===== src/rtl/bw_pkg.sv =====
`default_nettype none
// ============================================================================
// Module   : bw_pkg
// Brief    : Shared types, constants and sizing helpers for the black/white
//            pixel-to-byte packer.
// Revision : 1.0 - initial release
// ============================================================================
package bw_pkg;

  localparam int BYTE_W         = 8;
  localparam int IMG_WIDTH_DEF  = 128;
  localparam int IMG_HEIGHT_DEF = 128;

  // One packed output beat: markers travel alongside the data byte.
  typedef struct packed {
    logic              frame_end;
    logic              line_end;
    logic [BYTE_W-1:0] data;
  } bw_byte_t;

  // Bytes needed to hold one padded image line.
  function automatic int bytes_per_line(input int width);
    return (width + BYTE_W - 1) / BYTE_W;
  endfunction

  // Counter width for a 0..n-1 counter; at least one bit so n=1 still works.
  function automatic int cnt_w(input int n);
    return (n <= 1) ? 1 : $clog2(n);
  endfunction

endpackage
`default_nettype wire


===== src/rtl/bw_out_reg.sv =====
`default_nettype none
// ============================================================================
// Module   : bw_out_reg
// Brief    : Single-entry valid/ready output register carrying one packed
//            byte with its line/frame markers. A load always wins over a
//            consume, so a back-to-back byte causes no bubble.
// Revision : 1.0 - initial release
// ============================================================================
module bw_out_reg
  import bw_pkg::*;
(
  input  logic     clk,
  input  logic     reset,
  input  logic     load,
  input  bw_byte_t din,
  input  logic     ready,
  output logic     valid,
  output bw_byte_t dout
);

  logic     r_valid;
  bw_byte_t r_data;

  // Hold the entry until consumed; a new load replaces it in the same cycle.
  always_ff @(posedge clk or negedge reset) begin
    if (!reset) begin
      r_valid <= 1'b0;
      r_data  <= '0;
    end else if (load) begin
      r_valid <= 1'b1;
      r_data  <= din;
    end else if (ready) begin
      r_valid <= 1'b0;
    end
  end

  assign valid = r_valid;
  assign dout  = r_data;

endmodule
`default_nettype wire


===== src/rtl/black_white2byte.sv =====
`default_nettype none
// ============================================================================
// Module   : black_white2byte
// Brief    : Packs the 1-bit black/white pixel stream MSB-first into bytes.
//            Each line is padded to a whole byte with PAD_BIT; bytes carry
//            line-end and frame-end markers.
// Revision : 1.0 - initial release
// ============================================================================
module black_white2byte
  import bw_pkg::*;
#(
  parameter int   IMG_WIDTH  = IMG_WIDTH_DEF,
  parameter int   IMG_HEIGHT = IMG_HEIGHT_DEF,
  parameter logic PAD_BIT    = 1'b0
) (
  input  logic              clk,
  input  logic              reset,
  input  logic              bite,
  input  logic              pix_valid,
  output logic              pix_ready,
  output logic [BYTE_W-1:0] byte_data,
  output logic              byte_valid,
  input  logic              byte_ready,
  output logic              line_end,
  output logic              frame_end
);

  localparam int COL_W = cnt_w(IMG_WIDTH);
  localparam int ROW_W = cnt_w(IMG_HEIGHT);
  localparam logic [COL_W-1:0] c_last_col = COL_W'(IMG_WIDTH - 1);
  localparam logic [ROW_W-1:0] c_last_row = ROW_W'(IMG_HEIGHT - 1);

  // Only the seven previously accepted bits are kept; the eighth arrives
  // with the closing pixel and goes straight into the output register.
  logic [BYTE_W-2:0] r_sh;
  logic [2:0]        r_bit_cnt;
  logic [COL_W-1:0]  r_col_cnt;
  logic [ROW_W-1:0]  r_row_cnt;

  logic              w_accept;
  logic              w_line_last;
  logic              w_frame_last;
  logic              w_close;
  logic [BYTE_W-1:0] w_sh_next;
  logic [2:0]        w_shamt;
  logic [BYTE_W-1:0] w_aligned;
  logic [BYTE_W-1:0] w_pad_mask;
  bw_byte_t          w_new_byte;
  bw_byte_t          w_out;

  assign pix_ready    = !byte_valid || byte_ready;
  assign w_accept     = pix_valid && pix_ready;
  assign w_line_last  = (r_col_cnt == c_last_col);
  assign w_frame_last = (r_row_cnt == c_last_row);
  assign w_close      = w_accept && ((r_bit_cnt == 3'd7) || w_line_last);
  assign w_sh_next    = {r_sh, bite};

  // Left-align a short final byte and fill the vacated LSBs with PAD_BIT.
  always_comb begin
    w_shamt              = 3'd7 - r_bit_cnt;
    w_aligned            = w_sh_next << w_shamt;
    w_pad_mask           = ~(8'hFF << w_shamt);
    w_new_byte.data      = w_aligned | ({BYTE_W{PAD_BIT}} & w_pad_mask);
    w_new_byte.line_end  = w_line_last;
    w_new_byte.frame_end = w_line_last && w_frame_last;
  end

  // Shift accepted pixels in and step bit/column/row counters with explicit wrap.
  always_ff @(posedge clk or negedge reset) begin
    if (!reset) begin
      r_sh      <= '0;
      r_bit_cnt <= '0;
      r_col_cnt <= '0;
      r_row_cnt <= '0;
    end else if (w_accept) begin
      r_sh <= w_sh_next[BYTE_W-2:0];
      if (w_close) begin
        r_bit_cnt <= '0;
      end else begin
        r_bit_cnt <= r_bit_cnt + 3'd1;
      end
      if (w_line_last) begin
        r_col_cnt <= '0;
        if (w_frame_last) begin
          r_row_cnt <= '0;
        end else begin
          r_row_cnt <= r_row_cnt + 1'b1;
        end
      end else begin
        r_col_cnt <= r_col_cnt + 1'b1;
      end
    end
  end

  bw_out_reg u_out_reg (
    .clk   (clk),
    .reset (reset),
    .load  (w_close),
    .din   (w_new_byte),
    .ready (byte_ready),
    .valid (byte_valid),
    .dout  (w_out)
  );

  assign byte_data = w_out.data;
  assign line_end  = w_out.line_end;
  assign frame_end = w_out.frame_end;

endmodule
`default_nettype wire

===== config.mk =====
export PLATFORM = sky130hd
export DESIGN_NAME = black_white2byte
export DESIGN_NICKNAME = d
export VERILOG_FILES = /design/src/rtl/bw_pkg.sv /design/src/rtl/bw_out_reg.sv /design/src/rtl/black_white2byte.sv
export SDC_FILE = /design/constraint.sdc
export NUM_CORES = 1
export LEC_CHECK = 0
export BUFFER_PORTS_ARGS = -buffer_cell sky130_fd_sc_hd__clkbuf_2
export CAP_MARGIN = 25
export CORE_MARGIN = 2
export CORE_UTILIZATION = 40
export CTS_CLUSTER_DIAMETER = 40
export DETAILED_ROUTE_END_ITERATION = 10
export HOLD_SLACK_MARGIN = 0.12
export PLACE_DENSITY = 0.62
export SYNTH_ARGS = -nofsm -noshare
export SYNTH_HDL_FRONTEND = slang
export SYNTH_HIERARCHICAL = 1
export SYNTH_SLANG_ARGS = --single-unit

===== constraint.sdc =====
create_clock -name clk -period 3.3 [get_ports clk]
set_input_delay 0 -clock clk [delete_from_list [all_inputs] [get_ports clk]]
set_output_delay 0 -clock clk [all_outputs]
set_load 0.01 [all_outputs]

Word level (Yosys, flattened, before mapping) --
Cells that the tools add are included.
Operators by class: add/subtract/negate cells 4, eq/ne operators 3, shift-type cells 1, muxes and demuxes 5, reduce and logical (&&, ||, !) cells 8
Operators by type and width (number):
- 7-bit by 1-bit adder with 7-bit output, second input constant | 2
- 7-bit == test, second input constant | 2
- 7-bit two-way mux | 2
- 8-bit by 3-bit left shift with 8-bit output | 1
- 3-bit by 1-bit adder with 3-bit output, second input constant | 1
- 3-bit == test, second input constant | 1
- 1-bit logical AND | 3
- 3-bit two-way mux | 1
- 3-bit subtractor, first input constant | 1
- 1-bit logical OR | 2
- 1-bit two-way mux | 2
- 2-bit AND reduction | 1
- 2-bit nonzero test | 1
- 1-bit zero test | 1
Storage, ports and cells: flip-flop bits (word level) 35, bits of input ports 5, output and inout port bits 12, word-level logic and storage cells 29

Longest topological paths before layout --
word-level depth 5, depth in mapped cells 8, depth with buffers taken out 7

Modules after synthesis --
The synthesis kept the hierarchy.
By module, submodules not included:
- black_white2byte | times used 1, cells an instance 137, area each 1355.0 µm², seq. area each 600.6 µm²
- bw_out_reg | times used 1, cells an instance 24, area each 445.4 µm², seq. area each 275.3 µm²

Worst setup path after synthesis --
No wires, ideal clock.
path type register -> register, start point register u_out_reg.r_valid (netlist: u_out_reg/valid), end point register u_out_reg.r_data, in the netlist u_out_reg/dout[0], library setup time 125 ps, arrival time 1718 ps, data required time 3175 ps, path slack 1457 ps, cell stages (with the launch flop) 8, path buffers 2, clock period less this slack 1843 ps, cell sequence dfrtp_1 -> nor2b_4 -> inv_1 -> nand2_2 -> buf_2 -> nor2_1 -> buf_6 -> mux2_4
On the way: longest elaborated chain between the ends 4
Ends and longest elaborated chain:
- start, declared | line bw_out_reg.sv:21 | logic r_valid;
- start signal, assigned | line bw_out_reg.sv:27 | r_valid <= 1'b0;
- start signal, assigned | line bw_out_reg.sv:30 | r_valid <= 1'b1;
- start signal, assigned | line bw_out_reg.sv:33 | r_valid <= 1'b0;
- 1-bit zero test | line black_white2byte.sv:51 | assign pix_ready = !byte_valid || byte_ready;
- 1-bit logical OR | line black_white2byte.sv:51
- net pix_ready | line black_white2byte.sv:20 | output logic pix_ready,
- 1-bit logical AND | line black_white2byte.sv:52 | assign w_accept = pix_valid && pix_ready;
- 1-bit logical AND | line black_white2byte.sv:55 | assign w_close = w_accept && ((r_bit_cnt == 3'd7) || w_line_last);
- net w_close | line black_white2byte.sv:43 | logic w_close;
- end signal, assigned | line bw_out_reg.sv:31 | r_data <= din;
- end, declared | line bw_out_reg.sv:22 | bw_byte_t r_data;
The timed path passes the listed nets, and every way through them passes these cells. A chain may end at the register's enable or synchronous reset.

Worst setup path after layout --
start point register r_col_cnt[0], end point register u_out_reg.r_data, in the netlist u_out_reg/dout[5]
On the way: longest elaborated chain between the ends 3
Ends and longest elaborated chain:
- start, declared | line black_white2byte.sv:37 | logic [COL_W-1:0] r_col_cnt;
- start signal, assigned | line black_white2byte.sv:90 | r_col_cnt <= r_col_cnt + 1'b1;
- 7-bit == test | line black_white2byte.sv:53 | assign w_line_last = (r_col_cnt == c_last_col);
- net w_line_last | line black_white2byte.sv:41 | logic w_line_last;
- 1-bit logical OR | line black_white2byte.sv:55
- 1-bit logical AND | line black_white2byte.sv:55
- net w_close | line black_white2byte.sv:43
The timed path passes the listed nets, and every way through them passes these cells.

==> out/metrics.cfg <==
[hold_path]
hold_path.class=in2reg
whs_path_depth=4

[global_route]
grt_first_pass_wirelength_mm=6.03
grt_pass1_vias=1261
grt_start_max_net_pins=36
antenna_found_initial=0
gr-total-overflow=0
gr-usage-all-layers=0.154

[sta]
min_period_ns=2.01
setup_viol=0
tightest_slew_ns=0.844
clock.fmax_ghz=0.497
drv_slew=0
skew_ns=0.00389
hold_viol=0
tns_ns=0
rsz0062_at_grt=false
period_share=0.609
max_slew_margin=0.437
worst_slack_ns=1.29

[synthesis]
synth_ff_type=dfrtp_1
ys.warnings.count=6
syn_inst=161
synth.ff_latch_count=35
synth_fp_nets=170
synth_edf_count=0
yosysTopAreaCell=dfrtp_1
syn_area_sq_mm=0.00180
synth_cell_types=35
ys_top_cells_by_area=dfrtp_1 (49%), mux2_4 (7.5%), mux2_2 (7.5%)
yosysSeqAreaShare=0.486
synthArstFlopShare=1.00
syn-mean-instance-area_sq_um=11.2
synth_top_cell_area_share=0.486

[drt]
vias=1253
firstDrtPassIters=4
viasPerCell=5.33
highest_layer=met4
antenna_left=0
wl_met1_mm=1.45
dr_wl_met2_mm=1.67
dr.first_iter.drc_count=57
routed_wl_mm=3.28
wl_met3_microns=115
drc=0
wl_per_cell_microns=14.0

[setup_path]
reg2reg_setup_slack_ns=1.29
r2r-start=r_col_cnt[0]
max_stage_delay_ns=0.41
critPathLaunchType=register
critPathRequiredTime_ns=3.46
crit_path_start=r_col_cnt[0]
critPathBufInv=2
crit_path_frequent_cell=nor2_1
regToRegEndpoint=u_out_reg/dout[5]
crit_path_end_kind=register
cp.arrival_ns=2.17
crit_type=reg2reg
crit_end=u_out_reg/dout[5]
cp_num_cells=8
cp_slowest_cell=dfrtp_1
cpLargestDelayFamily=simple AND/OR/NAND/NOR gates
crit_path_max_fanout=9
path_cells=ha_1 -> and3_2 -> nand2_1 -> inv_1 -> nor2_1 -> nor2_1 -> buf_4 -> mux2_2
worst-r2r-cell-count=8

[floorplanning]
initial_core_util=0.414
coreArea_sq_mm=0.00435
row_count=24
ioPinCount=17
die-width_microns=71.1
die_h_microns=71.1
dieArea_sq_mm=0.00505

[clock_network]
htree_levels=2
cts-buffers-inserted=5
tritoncts=yes
post_cts_buffers=0
clock-sinks=35
cts-root-buf=clkbuf_8
clock_latency_ns=0.28
cts_max_path_buffers=2
path_clk_slew_ns=0.06

[run_status]
outcome=finished, final reports clean

[placed_design]
place_congestion=0.861
port-buffer-count=16
post-place-ws_ns=1.31
place_area_sq_mm=0.00193
place_hpwl_mm=2.39

[power]
power_density_mw_per_mm2=729
ir_drop_v=0.000407
leakagePower_nw=0.945

[run]
maxCapViolCount=0

[cells_and_area]
area_growth_pct=12.8
final_net_count=193
postLayoutCellArea_sq_mm=0.00203
drive_above_1_share=0.273
num-fill-cells=395
diodes=0

[repair_timing]
action | in CTS | in global routing
hold endpoints to repair | 37 | 0
gates resized for setup | 0 | 0
hold buffers | 3 | 0
[logic make-up (layout without fill, tap and decap cells)]
family | after synthesis | after routing | synth area share
simple gates | 58 | 58 | 0.174
flops | 35 | 35 | 0.486
mux | 27 | 27 | 0.183
compound gates | 20 | 20 | 0.0702
buf+inv | 11 | 33 | 0.0285
xor+xnor | 6 | 6 | 0.0292
fa+ha+maj | 4 | 4 | 0.0278
[where the power goes]
| part | internal, W | switching, W |
|---|---|---|
| clock network | 0.000140 | 0.000135 |
| logic | 0.000271 | 0.000218 |
| registers | 0.000564 | 0.000153 |
| total | 0.000976 | 0.000505 |
[worst reg2reg max path, delay by kind of cell (launching register included)]
family                   cells  cell delay [ns]
AND/OR/NAND/NOR              4             0.58
adder cells (fa/ha/maj)      1             0.20
buffers and inverters        2             0.37
flip-flops                   1             0.41
multiplexers                 1             0.35
[cells in the mapped netlist, drive strengths merged, types with 2 or more instances]
master	number
or4	2
nand2	24
dfrtp	35
a22o	2
nor3	3
inv	7
mux2	21
o31ai	2
mux2i	6
o22ai	3
nand3	5
ha	4
and3	4
o21ai	6
a21oi	4
xnor2	3
nor2	11
xor2	3
buf	3
nand4	4
[stage by stage]
stage | utilization | total power (W) | instances | hold slack, ns
2_1_floorplan | - | 0.00108 | 161 | -0.296
3_3_place_gp | 0.443 | 0.00119 | 226 | 0.136
3_5_place_dp | 0.443 | 0.00121 | 226 | 0.158
4_1_cts | 0.466 | 0.00150 | 235 | 0.136
5_1_grt | 0.466 | 0.00161 | 235 | 0.168
6_report | 0.466 | 0.00148 | 235 | 0.135
[layout by cell type, fill, tap and decap left out, types with 4 or more instances in the layout]
cell	Yosys	layout
ha_1	4	4
mux2i_1	6	6
mux2_2	12	12
nor2_1	11	11
dfrtp_1	35	35
nand2_1	23	23
o21ai_0	6	6
clkbuf_2	0	16
clkbuf_8	0	5
a21oi_1	4	4
mux2_4	9	9
nand3_1	5	5
inv_1	7	7
[sequential cells by signal, summed over array words and instances, names as in the netlist]
| name | count |
|---|---|
| u_out_reg/dout | 10 |
| r_col_cnt | 7 |
| r_row_cnt | 7 |
| r_sh | 7 |
| r_bit_cnt | 3 |
| u_out_reg/valid | 1 |
[cell type report]
cell class                      instances  area [sq um]  share of cell area
Sequential cell                        35           876               0.431
Inverter                                7          26.3              0.0129
Tap cell                               52          65.1              0.0320
Clock buffer                            6          72.6              0.0357
Timing Repair Buffer                   20           118              0.0579
Multi-Input combinational cell        115           873               0.430
[how the worst min path moves through the flow]
stage | start | endpoint
2_1_floorplan | reset | r_bit_cnt[0]
3_3_place_gp | reset | r_sh[0]
3_5_place_dp | reset | r_sh[1]
4_1_cts | pix_valid | r_row_cnt[0]
5_1_grt | pix_valid | r_row_cnt[1]
6_report | pix_valid | r_row_cnt[0]
[routing by layer]
metal  GRT usage  up-vias
li1            -      607
met4      0.0440        0
met2       0.249       24
met5           0        -
met3      0.0513        4
met1       0.197      618
Power figures use the tool's default switching activity.
